--- src/rtl/wave_pkg.sv ---
// ---------------------------------------------------------------------------
// wave_pkg
// Shared definitions for the wavetable address sequencer:
//   - playback mode encodings (MODE_LOOP, MODE_ONESHOT, MODE_PINGPONG;
//     the fourth encoding 2'b11 is reserved and plays as a loop)
//   - default widths used as parameter defaults by wave_channel and
//     wave_sequencer
//   - phase_t, a fixed-point phase at the default widths
//     (integer offset in the upper DEF_LEN_W bits, fraction below)
//   - dir_e, the ping-pong travel direction (only used when the
//     WAVE_PINGPONG_EN macro is defined)
// ---------------------------------------------------------------------------
package wave_pkg;

  localparam logic [1:0] MODE_LOOP     = 2'b00;
  localparam logic [1:0] MODE_ONESHOT  = 2'b01;
  localparam logic [1:0] MODE_PINGPONG = 2'b10;

  localparam int DEF_ADDR_W = 16;
  localparam int DEF_LEN_W  = 10;
  localparam int DEF_FRAC_W = 6;
  localparam int DEF_STEP_W = DEF_FRAC_W + 4;
  localparam int DEF_NUM_CH = 4;

  typedef logic [DEF_LEN_W+DEF_FRAC_W-1:0] phase_t;

  typedef enum logic {
    DIR_UP   = 1'b0,
    DIR_DOWN = 1'b1
  } dir_e;

endpackage

--- src/rtl/wave_channel.sv ---
// ---------------------------------------------------------------------------
// wave_channel
// One voice of the wavetable sequencer: holds the fixed-point phase, the
// latched base address, the pending-request flag and the sticky done and
// overrun flags. The phase advances only when the top level issues this
// channel's request.
//
// Optional feature: define WAVE_PINGPONG_EN to give mode 2'b10 a reflecting
// (ping-pong) playback with a per-channel direction register. Without it,
// mode 2'b10 plays as a loop and no direction state exists.
//
// Ports
//   clk, reset_n  clock, asynchronous active-low reset
//   tick          sample strobe
//   enable        channel run enable; low clears the channel, latches base
//   mode          playback mode (see wave_pkg)
//   base          wave start address
//   last          last valid integer offset, inclusive
//   step          phase increment per issued request
//   issue         the top level takes this channel's request this cycle
//   req           a request is available (pending or arriving with tick)
//   addr          base_q + integer part of phase (modulo 2^ADDR_W)
//   done          one-shot finished (sticky)
//   overrun       tick arrived while a request was still pending (sticky)
// ---------------------------------------------------------------------------
module wave_channel
  import wave_pkg::*;
#(
  parameter int ADDR_W = DEF_ADDR_W,
  parameter int LEN_W  = DEF_LEN_W,
  parameter int FRAC_W = DEF_FRAC_W,
  parameter int STEP_W = DEF_STEP_W
) (
  input  logic              clk,
  input  logic              reset_n,
  input  logic              tick,
  input  logic              enable,
  input  logic [1:0]        mode,
  input  logic [ADDR_W-1:0] base,
  input  logic [LEN_W-1:0]  last,
  input  logic [STEP_W-1:0] step,
  input  logic              issue,
  output logic              req,
  output logic [ADDR_W-1:0] addr,
  output logic              done,
  output logic              overrun
);

  localparam int PH_W  = LEN_W + FRAC_W;
  // Two spare bits so sums and the doubled end point never overflow
  localparam int EXT_W = PH_W + 2;

  logic [PH_W-1:0]   phase_q, phase_d;
  logic [ADDR_W-1:0] base_q;
  logic              pending_q, done_q, overrun_q;

  logic              tickReq, restart, doneSet, overrunSet, pendingNext;
  logic [EXT_W-1:0]  phaseX, stepX, lastFix, span, sumUp, wrapped;

`ifdef WAVE_PINGPONG_EN
  dir_e              dir_q, dir_d;
  logic [EXT_W-1:0]  reflect;
`endif

  // A finished one-shot ignores ticks until the channel is disabled
  assign tickReq = enable && tick && !done_q;
  // The tick is offered straight to the picker so that a tick in cycle n
  // can already be in the output register in cycle n+1
  assign req     = enable && (pending_q || tickReq);
  assign restart = (base != base_q);
  assign addr    = base_q + ADDR_W'(phase_q[PH_W-1:FRAC_W]);
  assign done    = done_q;
  assign overrun = overrun_q;

  // Next phase if this channel is issued. "Integer part > last" is
  // evaluated as "phase >= (last+1) << FRAC_W" on the full fixed-point value.
  always_comb begin
    phaseX  = EXT_W'(phase_q);
    stepX   = EXT_W'(step);
    lastFix = EXT_W'(last) << FRAC_W;
    span    = lastFix + (EXT_W'(1) << FRAC_W);
    sumUp   = phaseX + stepX;
    wrapped = sumUp - span;
    phase_d = phase_q;
    doneSet = 1'b0;
`ifdef WAVE_PINGPONG_EN
    dir_d   = dir_q;
    reflect = (lastFix << 1) - sumUp;
`endif
    if (mode == MODE_ONESHOT) begin
      if (sumUp >= span) begin
        doneSet = 1'b1;
      end else begin
        phase_d = PH_W'(sumUp);
      end
`ifdef WAVE_PINGPONG_EN
    end else if (mode == MODE_PINGPONG) begin
      if (dir_q == DIR_UP) begin
        if (sumUp >= span) begin
          // A step larger than a whole span would reflect below zero
          phase_d = (sumUp > (lastFix << 1)) ? '0 : PH_W'(reflect);
          dir_d   = DIR_DOWN;
        end else begin
          phase_d = PH_W'(sumUp);
        end
      end else begin
        if (phaseX >= stepX) begin
          phase_d = PH_W'(phaseX - stepX);
        end else begin
          phase_d = PH_W'(stepX - phaseX);
          dir_d   = DIR_UP;
        end
      end
`endif
    end else begin
      // Loop: wrap once, and if the step still overshoots restart at zero
      if (sumUp < span) begin
        phase_d = PH_W'(sumUp);
      end else if (wrapped < span) begin
        phase_d = PH_W'(wrapped);
      end else begin
        phase_d = '0;
      end
    end
  end

  // At most one request is held: an issue and a tick in the same cycle
  // swap the old request for the new one without flagging an overrun.
  always_comb begin
    overrunSet  = tickReq && pending_q && !issue;
    pendingNext = ((pending_q && tickReq) || ((pending_q || tickReq) && !issue))
                  && !(issue && !restart && doneSet);
  end

  // Channel state; disable clears everything, a base change restarts play
  always_ff @(posedge clk or negedge reset_n) begin
    if (!reset_n) begin
      phase_q   <= '0;
      base_q    <= '0;
      pending_q <= 1'b0;
      done_q    <= 1'b0;
      overrun_q <= 1'b0;
`ifdef WAVE_PINGPONG_EN
      dir_q     <= DIR_UP;
`endif
    end else if (!enable) begin
      phase_q   <= '0;
      base_q    <= base;
      pending_q <= 1'b0;
      done_q    <= 1'b0;
      overrun_q <= 1'b0;
`ifdef WAVE_PINGPONG_EN
      dir_q     <= DIR_UP;
`endif
    end else begin
      pending_q <= pendingNext;
      if (overrunSet) begin
        overrun_q <= 1'b1;
      end
      if (restart) begin
        base_q  <= base;
        phase_q <= '0;
`ifdef WAVE_PINGPONG_EN
        dir_q   <= DIR_UP;
`endif
      end else if (issue) begin
        phase_q <= phase_d;
        if (doneSet) begin
          done_q <= 1'b1;
        end
`ifdef WAVE_PINGPONG_EN
        dir_q   <= dir_d;
`endif
      end
    end
  end

endmodule

--- src/rtl/wave_sequencer.sv ---
// ---------------------------------------------------------------------------
// wave_sequencer
// Multi-channel wavetable address generator. NUM_CH wave_channel instances
// raise requests on each sample tick; a fixed-priority picker (lowest index
// wins) serialises them into one registered valid/ready read port.
//
// Optional feature: WAVE_PINGPONG_EN (see wave_channel) enables ping-pong
// playback for mode 2'b10.
//
// Ports
//   clk, reset_n  clock, asynchronous active-low reset
//   tick          sample strobe, one cycle wide
//   ch_enable     per-channel run enable           [NUM_CH]
//   ch_mode       per-channel mode, 2 bits each    [2*NUM_CH]
//   ch_base       per-channel start address        [NUM_CH*ADDR_W]
//   ch_last       per-channel last offset          [NUM_CH*LEN_W]
//   ch_step       per-channel phase increment      [NUM_CH*STEP_W]
//   rd_valid      read request present
//   rd_ready      memory accepts the request
//   rd_addr       read address
//   rd_ch         channel owning the request
//   ch_done       sticky one-shot finished flags
//   ch_overrun    sticky overrun flags
// ---------------------------------------------------------------------------
module wave_sequencer
  import wave_pkg::*;
#(
  parameter int ADDR_W = DEF_ADDR_W,
  parameter int LEN_W  = DEF_LEN_W,
  parameter int FRAC_W = DEF_FRAC_W,
  parameter int STEP_W = FRAC_W + 4,
  parameter int NUM_CH = DEF_NUM_CH,
  parameter int CH_W   = (NUM_CH > 1) ? $clog2(NUM_CH) : 1
) (
  input  logic                     clk,
  input  logic                     reset_n,
  input  logic                     tick,
  input  logic [NUM_CH-1:0]        ch_enable,
  input  logic [2*NUM_CH-1:0]      ch_mode,
  input  logic [NUM_CH*ADDR_W-1:0] ch_base,
  input  logic [NUM_CH*LEN_W-1:0]  ch_last,
  input  logic [NUM_CH*STEP_W-1:0] ch_step,
  output logic                     rd_valid,
  input  logic                     rd_ready,
  output logic [ADDR_W-1:0]        rd_addr,
  output logic [CH_W-1:0]          rd_ch,
  output logic [NUM_CH-1:0]        ch_done,
  output logic [NUM_CH-1:0]        ch_overrun
);

  logic [NUM_CH-1:0] req, issue;
  logic [ADDR_W-1:0] chAddr [NUM_CH];

  logic              load, pickValid;
  logic [CH_W-1:0]   pickIdx;
  logic [ADDR_W-1:0] pickAddr;

  logic              rd_valid_q;
  logic [ADDR_W-1:0] rd_addr_q;
  logic [CH_W-1:0]   rd_ch_q;

  for (genvar g = 0; g < NUM_CH; g++) begin : gen_ch
    wave_channel #(
      .ADDR_W (ADDR_W),
      .LEN_W  (LEN_W),
      .FRAC_W (FRAC_W),
      .STEP_W (STEP_W)
    ) u_channel (
      .clk     (clk),
      .reset_n (reset_n),
      .tick    (tick),
      .enable  (ch_enable[g]),
      .mode    (ch_mode[2*g +: 2]),
      .base    (ch_base[g*ADDR_W +: ADDR_W]),
      .last    (ch_last[g*LEN_W +: LEN_W]),
      .step    (ch_step[g*STEP_W +: STEP_W]),
      .issue   (issue[g]),
      .req     (req[g]),
      .addr    (chAddr[g]),
      .done    (ch_done[g]),
      .overrun (ch_overrun[g])
    );
  end

  // The output register may reload when empty or when its request is taken
  assign load = !rd_valid_q || rd_ready;

  // Lowest-index requesting channel wins; scanning downward lets the last
  // hit (the lowest index) overwrite the earlier ones.
  always_comb begin
    pickValid = 1'b0;
    pickIdx   = '0;
    pickAddr  = '0;
    for (int i = NUM_CH - 1; i >= 0; i--) begin
      if (req[i]) begin
        pickValid = 1'b1;
        pickIdx   = CH_W'(i);
        pickAddr  = chAddr[i];
      end
    end
  end

  always_comb begin
    issue = '0;
    for (int i = 0; i < NUM_CH; i++) begin
      issue[i] = load && pickValid && (pickIdx == CH_W'(i));
    end
  end

  // Output register: holds address and channel stable while stalled; a
  // captured request completes regardless of later channel changes.
  always_ff @(posedge clk or negedge reset_n) begin
    if (!reset_n) begin
      rd_valid_q <= 1'b0;
      rd_addr_q  <= '0;
      rd_ch_q    <= '0;
    end else if (load) begin
      rd_valid_q <= pickValid;
      if (pickValid) begin
        rd_addr_q <= pickAddr;
        rd_ch_q   <= pickIdx;
      end
    end
  end

  assign rd_valid = rd_valid_q;
  assign rd_addr  = rd_addr_q;
  assign rd_ch    = rd_ch_q;

endmodule
--- config.mk ---
export PLATFORM = sky130hd
export DESIGN_NAME = wave_sequencer
export DESIGN_NICKNAME = d
export VERILOG_FILES = /design/src/rtl/wave_pkg.sv /design/src/rtl/wave_channel.sv /design/src/rtl/wave_sequencer.sv
export SDC_FILE = /design/constraint.sdc
export NUM_CORES = 1
export LEC_CHECK = 0
export ABC_AREA = 1
export CAP_MARGIN = 40
export CORE_ASPECT_RATIO = 1.1
export CORE_MARGIN = 4
export CORE_UTILIZATION = 45
export DETAILED_ROUTE_END_ITERATION = 12
export DONT_BUFFER_PORTS = 1
export PLACE_DENSITY = 0.69
export SETUP_SLACK_MARGIN = 0.15
export SLEW_MARGIN = 20
export SYNTH_ARGS = -nofsm -noshare
export SYNTH_HDL_FRONTEND = slang
export SYNTH_SLANG_ARGS = --single-unit
--- constraint.sdc ---
create_clock -name clk -period 7.6 [get_ports clk]
set_input_delay 1.14 -clock clk [delete_from_list [all_inputs] [get_ports clk]]
set_output_delay 1.14 -clock clk [all_outputs]
set_load 0.02 [all_outputs]
* Word level (Yosys, flattened, before mapping)
Cells that the tools add are included.
** Cells by class
- Add/subtract/negate cells :: 16
- Magnitude comparators :: 12
- Eq/ne operators :: 39
- Muxes and demuxes :: 84
- Reductions and logical operators :: 77
** Operator list (number)
- $mux W16 :: 40
- $lt A18 B18 Y1 :: 8
- $ge A18 B18 Y1 :: 4
- $sub A18 B18 Y18 :: 4
- $add A16 B10 Y17 :: 4
- $add A16 B7 Y17 const B :: 4
- $add A16 B10 Y16 :: 4
- $ne A16 B16 Y1 :: 4
- $logic_and A1 B1 Y1 :: 41
- $mux W1 :: 40
- $ne A2 B1 Y1 const B :: 16
- $logic_not A1 Y1 :: 17
- $ne A4 B3 Y1 const B :: 4
- $ne A3 B1 Y1 const B :: 4
- $reduce_and A3 Y1 :: 4
- $eq A2 B1 Y1 const B :: 5
- $reduce_and A2 Y1 :: 5
- $logic_or A1 B1 Y1 :: 9
- $mux W2 :: 4
- $ne A2 B2 Y1 const B :: 4
- $eq A2 B2 Y1 const B :: 2
- $logic_not A2 Y1 :: 1
** Word-level totals
- Bits of input ports :: 160
- Register bits after elaboration :: 159
- Logic and storage cells :: 251

* Logic depth before layout (Yosys ltp)
- Depth after elaboration :: 15
- Gate-level depth with buffers :: 34
- Mapped depth without buffers :: 34

* By module
From an unflattened synthesis, not the netlist that was laid out.
** Second synthesis, totals
- Cells, all modules :: 2325
- Area total of the unflattened synthesis :: 16605.9 µm²
** Modules (own cells, without submodules)
- wave_channel at gen_ch[1].u_channel ... :: area an instance 3771.1 µm², times used 2, cells an instance 524
- wave_channel at gen_ch[0].u_channel :: area an instance 3817.4 µm², times used 1, cells an instance 527
- wave_channel at gen_ch[3].u_channel :: area an instance 3724.8 µm², times used 1, cells an instance 517
- wave_sequencer :: area an instance 1521.5 µm², times used 1, cells an instance 233

* Worst setup path after synthesis
OpenSTA, ideal clock, no wires.
- Kind :: in2reg
- From :: in ch_step[10]
- To :: reg gen_ch[1].u_channel.phase_q[14]
- Setup time :: 77 ps
- Path slack :: 2531 ps
- Data arrival time :: 4992 ps
- Path buffers :: 0
- Cell stages on the path :: 31
- Required time :: 7523 ps
- Cells stage by stage :: ha_1 > fa_1 > nand3_1 > nand2_1 > nand2_1 > nand2_1 > or2_2 > nand2_1 > inv_1 > ha_1 > inv_1 > o31ai_1 > inv_1 > nor2_1 > nand2_1 > nand2_1 > xor2_1 > ha_1 > a21oi_1 > nor2_1 > a211oi_1 > nand2_1 > nand2_1 > nand2_1 > nand2_1 > nand2_1 > a21oi_2 > nand3_1 > nand2_1 > nand2_1 > a21oi_1
** On the way
- Word-level cells in the longest chain between the ends :: 9
** Ends and longest elaborated chain
- from (decl) :: RTL line wave_sequencer.sv:42 : input logic [NUM_CH*STEP_W-1:0] ch_step,
- $add A16 B10 Y17 * :: RTL line wave_channel.sv:82 : sumUp = phaseX + stepX;
- $sub A18 B18 Y18 :: RTL line wave_channel.sv:83 : wrapped = sumUp - span;
- $lt A18 B18 Y1 :: RTL line wave_channel.sv:119 : end else if (wrapped < span) begin
- $mux W16 :: RTL line wave_channel.sv:119
- $mux W16 :: RTL line wave_channel.sv:117 : if (sumUp < span) begin
- $mux W16 :: RTL line wave_channel.sv:90 : if (mode == MODE_ONESHOT) begin
- $mux W16 :: RTL line wave_channel.sv:166 : end else if (issue) begin
- $mux W16 :: RTL line wave_channel.sv:160 : if (restart) begin
- $mux W16 :: RTL line wave_channel.sv:146 : end else if (!enable) begin
- to (signal assigned) :: RTL line wave_channel.sv:167 : phase_q <= phase_d;
- to (decl) :: RTL line wave_channel.sv:53 : logic [PH_W-1:0] phase_q, phase_d;
Every way passes the cells marked *; elsewhere a longest branch is shown, timed or not. The select of a mux whose other input is x is not followed.
A chain may end at the register's enable or synchronous reset.

* Worst setup path in the final report
- From :: in ch_step[2]
- To :: reg gen_ch[0].u_channel.phase_q[7]
** On the way
- Word-level cells in the longest chain between the ends :: 9
** Ends and longest elaborated chain (RTL line)
- $add A16 B10 Y17 * :: wave_channel.sv:82
- $sub A18 B18 Y18 :: wave_channel.sv:83
- $lt A18 B18 Y1 :: wave_channel.sv:119
- $mux W16 :: wave_channel.sv:119
- $mux W16 :: wave_channel.sv:117
- $mux W16 :: wave_channel.sv:90
- $mux W16 :: wave_channel.sv:166
- $mux W16 :: wave_channel.sv:160
- $mux W16 :: wave_channel.sv:146
- to (signal assigned) :: wave_channel.sv:167
- to (decl) :: wave_channel.sv:53
Marks and branches as above.

==> flow_summary.ini <==
[clock_network]
clockBufferDepth = 2
cts_setup_buffers = 0
cts_resized = 0
cts_max_level = 4
tritoncts.num_buffers = 17
cts_sinks = 159
insertion_delay_ns = 0.44
cts_hold_repair.buffers = 0
clkTransAtPathRegs_ns = 0.07
cts_tree = yes
cts.root.buffer_cell = clkbuf_16

[power_and_ir_drop]
clkPwrFrac_pct = 35.4
p_sw_w = 0.000816
p_comb_share_pct = 22.5
netSwitchingFraction_pct = 34.7
power.leakage_nw = 8.93
p_int_w = 0.00154
p_per_area_nw_per_um2 = 136
power_w = 0.00235
seqPwrFrac_pct = 42.1
ir_drop_mv = 0.123

[route]
vias = 14733
drcViolationCount = 0
dr.pass1.iters = 5
wl_per_cell_um = 16.2
routed_wl_um = 45000
viasPerCell = 5.29
ant_nets = 0
drtIter0Drc = 754

[synth]
synth_compound_area_share_pct = 13.4
ys_warn_count = 0
syn_area_sq_um = 16500
yosysSeqAreaShare_pct = 24.1
synth_ff_type = dfrtp_1
syn_nets = 2705
synth_edf_count = 0
ys_ff_latch = 159
synth.avg_cell_area_sq_um = 7.01
synth_top_family_by_area = simple AND/OR/NAND/NOR gates
async_flop_share_pct = 100
ys_types = 54
yosys.area_share.simple_pct = 28.8
synth-xor-area-share_pct = 9.33
synth_mux_area_share_pct = 0
synthAdderAreaFrac_pct = 14.8
syn-instance-count = 2357

[timing]
min_period_over_period_pct = 71.4
fin_worst_skew_ns = 0.0106
rsz0062_at_grt = false
setup_tns_ns = 0
tightest_slew_ns = 0.826
drv_slew = 0
hold_viol_final = 0
max_slew_margin_pct = 44.9
fin_crit_ns = 5.43
max_freq_ghz = 0.184
setup_viol = 0

[worst_setup_path]
slowest_delay_ns = 0.38
regToRegSetupSlack_ns = 2.43
cp-end-kind = flip-flop
r2r_end = gen_ch[0].u_channel.phase_q[7]
path_common_cell = nand2_1
worstSetupEndpoint = gen_ch[0].u_channel.phase_q[7]
cp_max_fo = 5
cp_num_buf_inv = 4
cp.required_ns = 7.97
path_class = in -> reg
crit_start = ch_step[2]
cp_slowest_cell = xor2_1
rr_startpoint = gen_ch[0].u_channel.phase_q[2]
cp.depth = 30
cpLargestDelayFamily = compound AO/OA/AOI/OAI gates
r2r_cells = 30
start_kind = input port
cp.arrival_ns = 5.80

[die]
die_width_um = 191
fp.coreArea_sq_um = 36200
die_y_um = 209
die-area_sq_um = 39800
rows = 73
start_util_pct = 45.7
num_io_pins = 187

[placed_design]
hpwlAfterDp_um = 37600
place_inst = 2751
finalWeightedCongestion = 0.938
portBuffers = 0

[final_layout]
drive_above_1_share_pct = 6.45
instances_no_fill = 2783
diodes = 0
n_fill_cell = 3653
final_common_cell = nand2_1
layout_common_cells = 555 x nand2_1, 286 x inv_1, 187 x a21oi_1, 176 x ha_1, 172 x nor2_1
syn2layout_area_growth_pct = 4.49
layout.nets = 2631

[grt]
antenna_found_initial = 0
grt_pass1_wl_um = 73400
grt_overflow = 0
grt_max_degree = 160
grt_pass1_vias = 14547
grtUsageTotal_pct = 22.6

[outcome]
status = complete, no violations

[min_path]
hp-class = in -> async

[flow_run]
drv_cap = 0
[sequential cells by signal, indices dropped and copies added, names as in the netlist]
register and count:
rd_valid 1, gen_ch.u_channel.done 4, gen_ch.u_channel.overrun 4, rd_ch 2
rd_addr 16, gen_ch.u_channel.pending_q 4, gen_ch.u_channel.phase_q 64, gen_ch.u_channel.base_q 64
[layer usage]
layer | routed length (um) | share of wire [%] | vias up | track usage (%)
met5 | 0 | 0 | - | 0
met4 | 1030 | 2.3 | 0 | 6.14
met3 | 3360 | 7.5 | 68 | 6.67
met2 | 21300 | 47 | 334 | 38.1
met1 | 19300 | 43 | 6768 | 28.2
li1 | - | - | 7563 | -
[cell families (layout without fill, tap and decap cells)]
family,count (synthesis),in the layout
xor+xnor,176,176
flops,159,159
buf+inv,393,332
fa+ha+maj,188,188
simple gates,1055,1055
compound gates,386,386
[worst min path at each step]
| stage | start | endpoint | depth (start not counted) |
|---|---|---|---|
| 3_5_place_dp | gen_ch[0].u_channel.phase_q[5] | gen_ch[0].u_channel.phase_q[5] | 2 |
| 6_report | reset_n | gen_ch[2].u_channel.phase_q[13] | 0 |
| 4_1_cts | reset_n | gen_ch[2].u_channel.phase_q[6] | 0 |
| 3_3_place_gp | gen_ch[0].u_channel.phase_q[5] | gen_ch[0].u_channel.phase_q[5] | 2 |
| 5_1_grt | reset_n | gen_ch[2].u_channel.phase_q[6] | 0 |
| 2_1_floorplan | gen_ch[0].u_channel.phase_q[2] | gen_ch[0].u_channel.phase_q[2] | 2 |
[cell usage after synthesis (9+ instances only)]
master,number,area (sq um)
nand3b_1,16,120
a21oi_2,13,114
o21ai_1,19,95.1
inv_2,9,33.8
nor3_1,26,130
a31oi_1,15,93.8
nor2_1,172,646
nand2_1,555,2080
inv_1,286,1070
or2_2,11,68.8
a211oi_1,9,67.6
o21ai_0,76,380
fa_1,12,240
dfrtp_1,159,3980
xor2_1,118,1030
nand2_4,14,158
buf_4,12,90.1
o21ai_2,16,140
nand3_2,18,180
nand4_1,38,238
ha_1,176,2200
nand3_1,161,806
o211ai_1,13,97.6
nand2_2,14,87.6
clkbuf_1,75,282
xnor2_1,58,508
a21oi_1,188,941
[power by group through the flow]
stage                     clock [W]  sequential [W]  combinational (W)
after floorplan                   0        0.000978           0.000423
after global placement            0         0.00101           0.000515
after detailed placement          0         0.00101           0.000529
after CTS                  0.000858        0.000994           0.000532
after global routing       0.000889         0.00100           0.000607
final                      0.000833        0.000991           0.000529
[final cells by class]
type / instances / area, sq um / area share, %
Tap cell: 487 / 609 / 3.53
Inverter: 296 / 1110 / 6.44
Sequential cell: 159 / 3980 / 23.1
Clock inverter: 13 / 106 / 0.616
Clock buffer: 19 / 453 / 2.62
Multi-Input combinational cell: 1805 / 11000 / 63.5
Timing Repair Buffer: 4 / 33.8 / 0.196
[through the flow]
stage	utilization (%)	worst slack (ns)	hold WS [ns]	cell area, sq um
floorplan	-	2.53	0.446	16500
global placement	46.1	1.85	0.462	16700
detailed placement	46.2	1.81	0.467	16700
CTS	47.7	2.25	0.381	17300
global route	47.7	1.83	0.374	17300
finish	47.7	2.17	0.401	17300
[worst register-to-register path, delay by kind of cell, from the launching register on]
| kind | cells | cell delay (ns) |
|---|---|---|
| fa+ha+maj | 3 | 0.99 |
| flops | 1 | 0.41 |
| compound gates | 9 | 1.75 |
| simple gates | 12 | 1.08 |
| xor+xnor | 2 | 0.59 |
| buf+inv | 4 | 0.28 |
(Power assumes the default switching activity.)
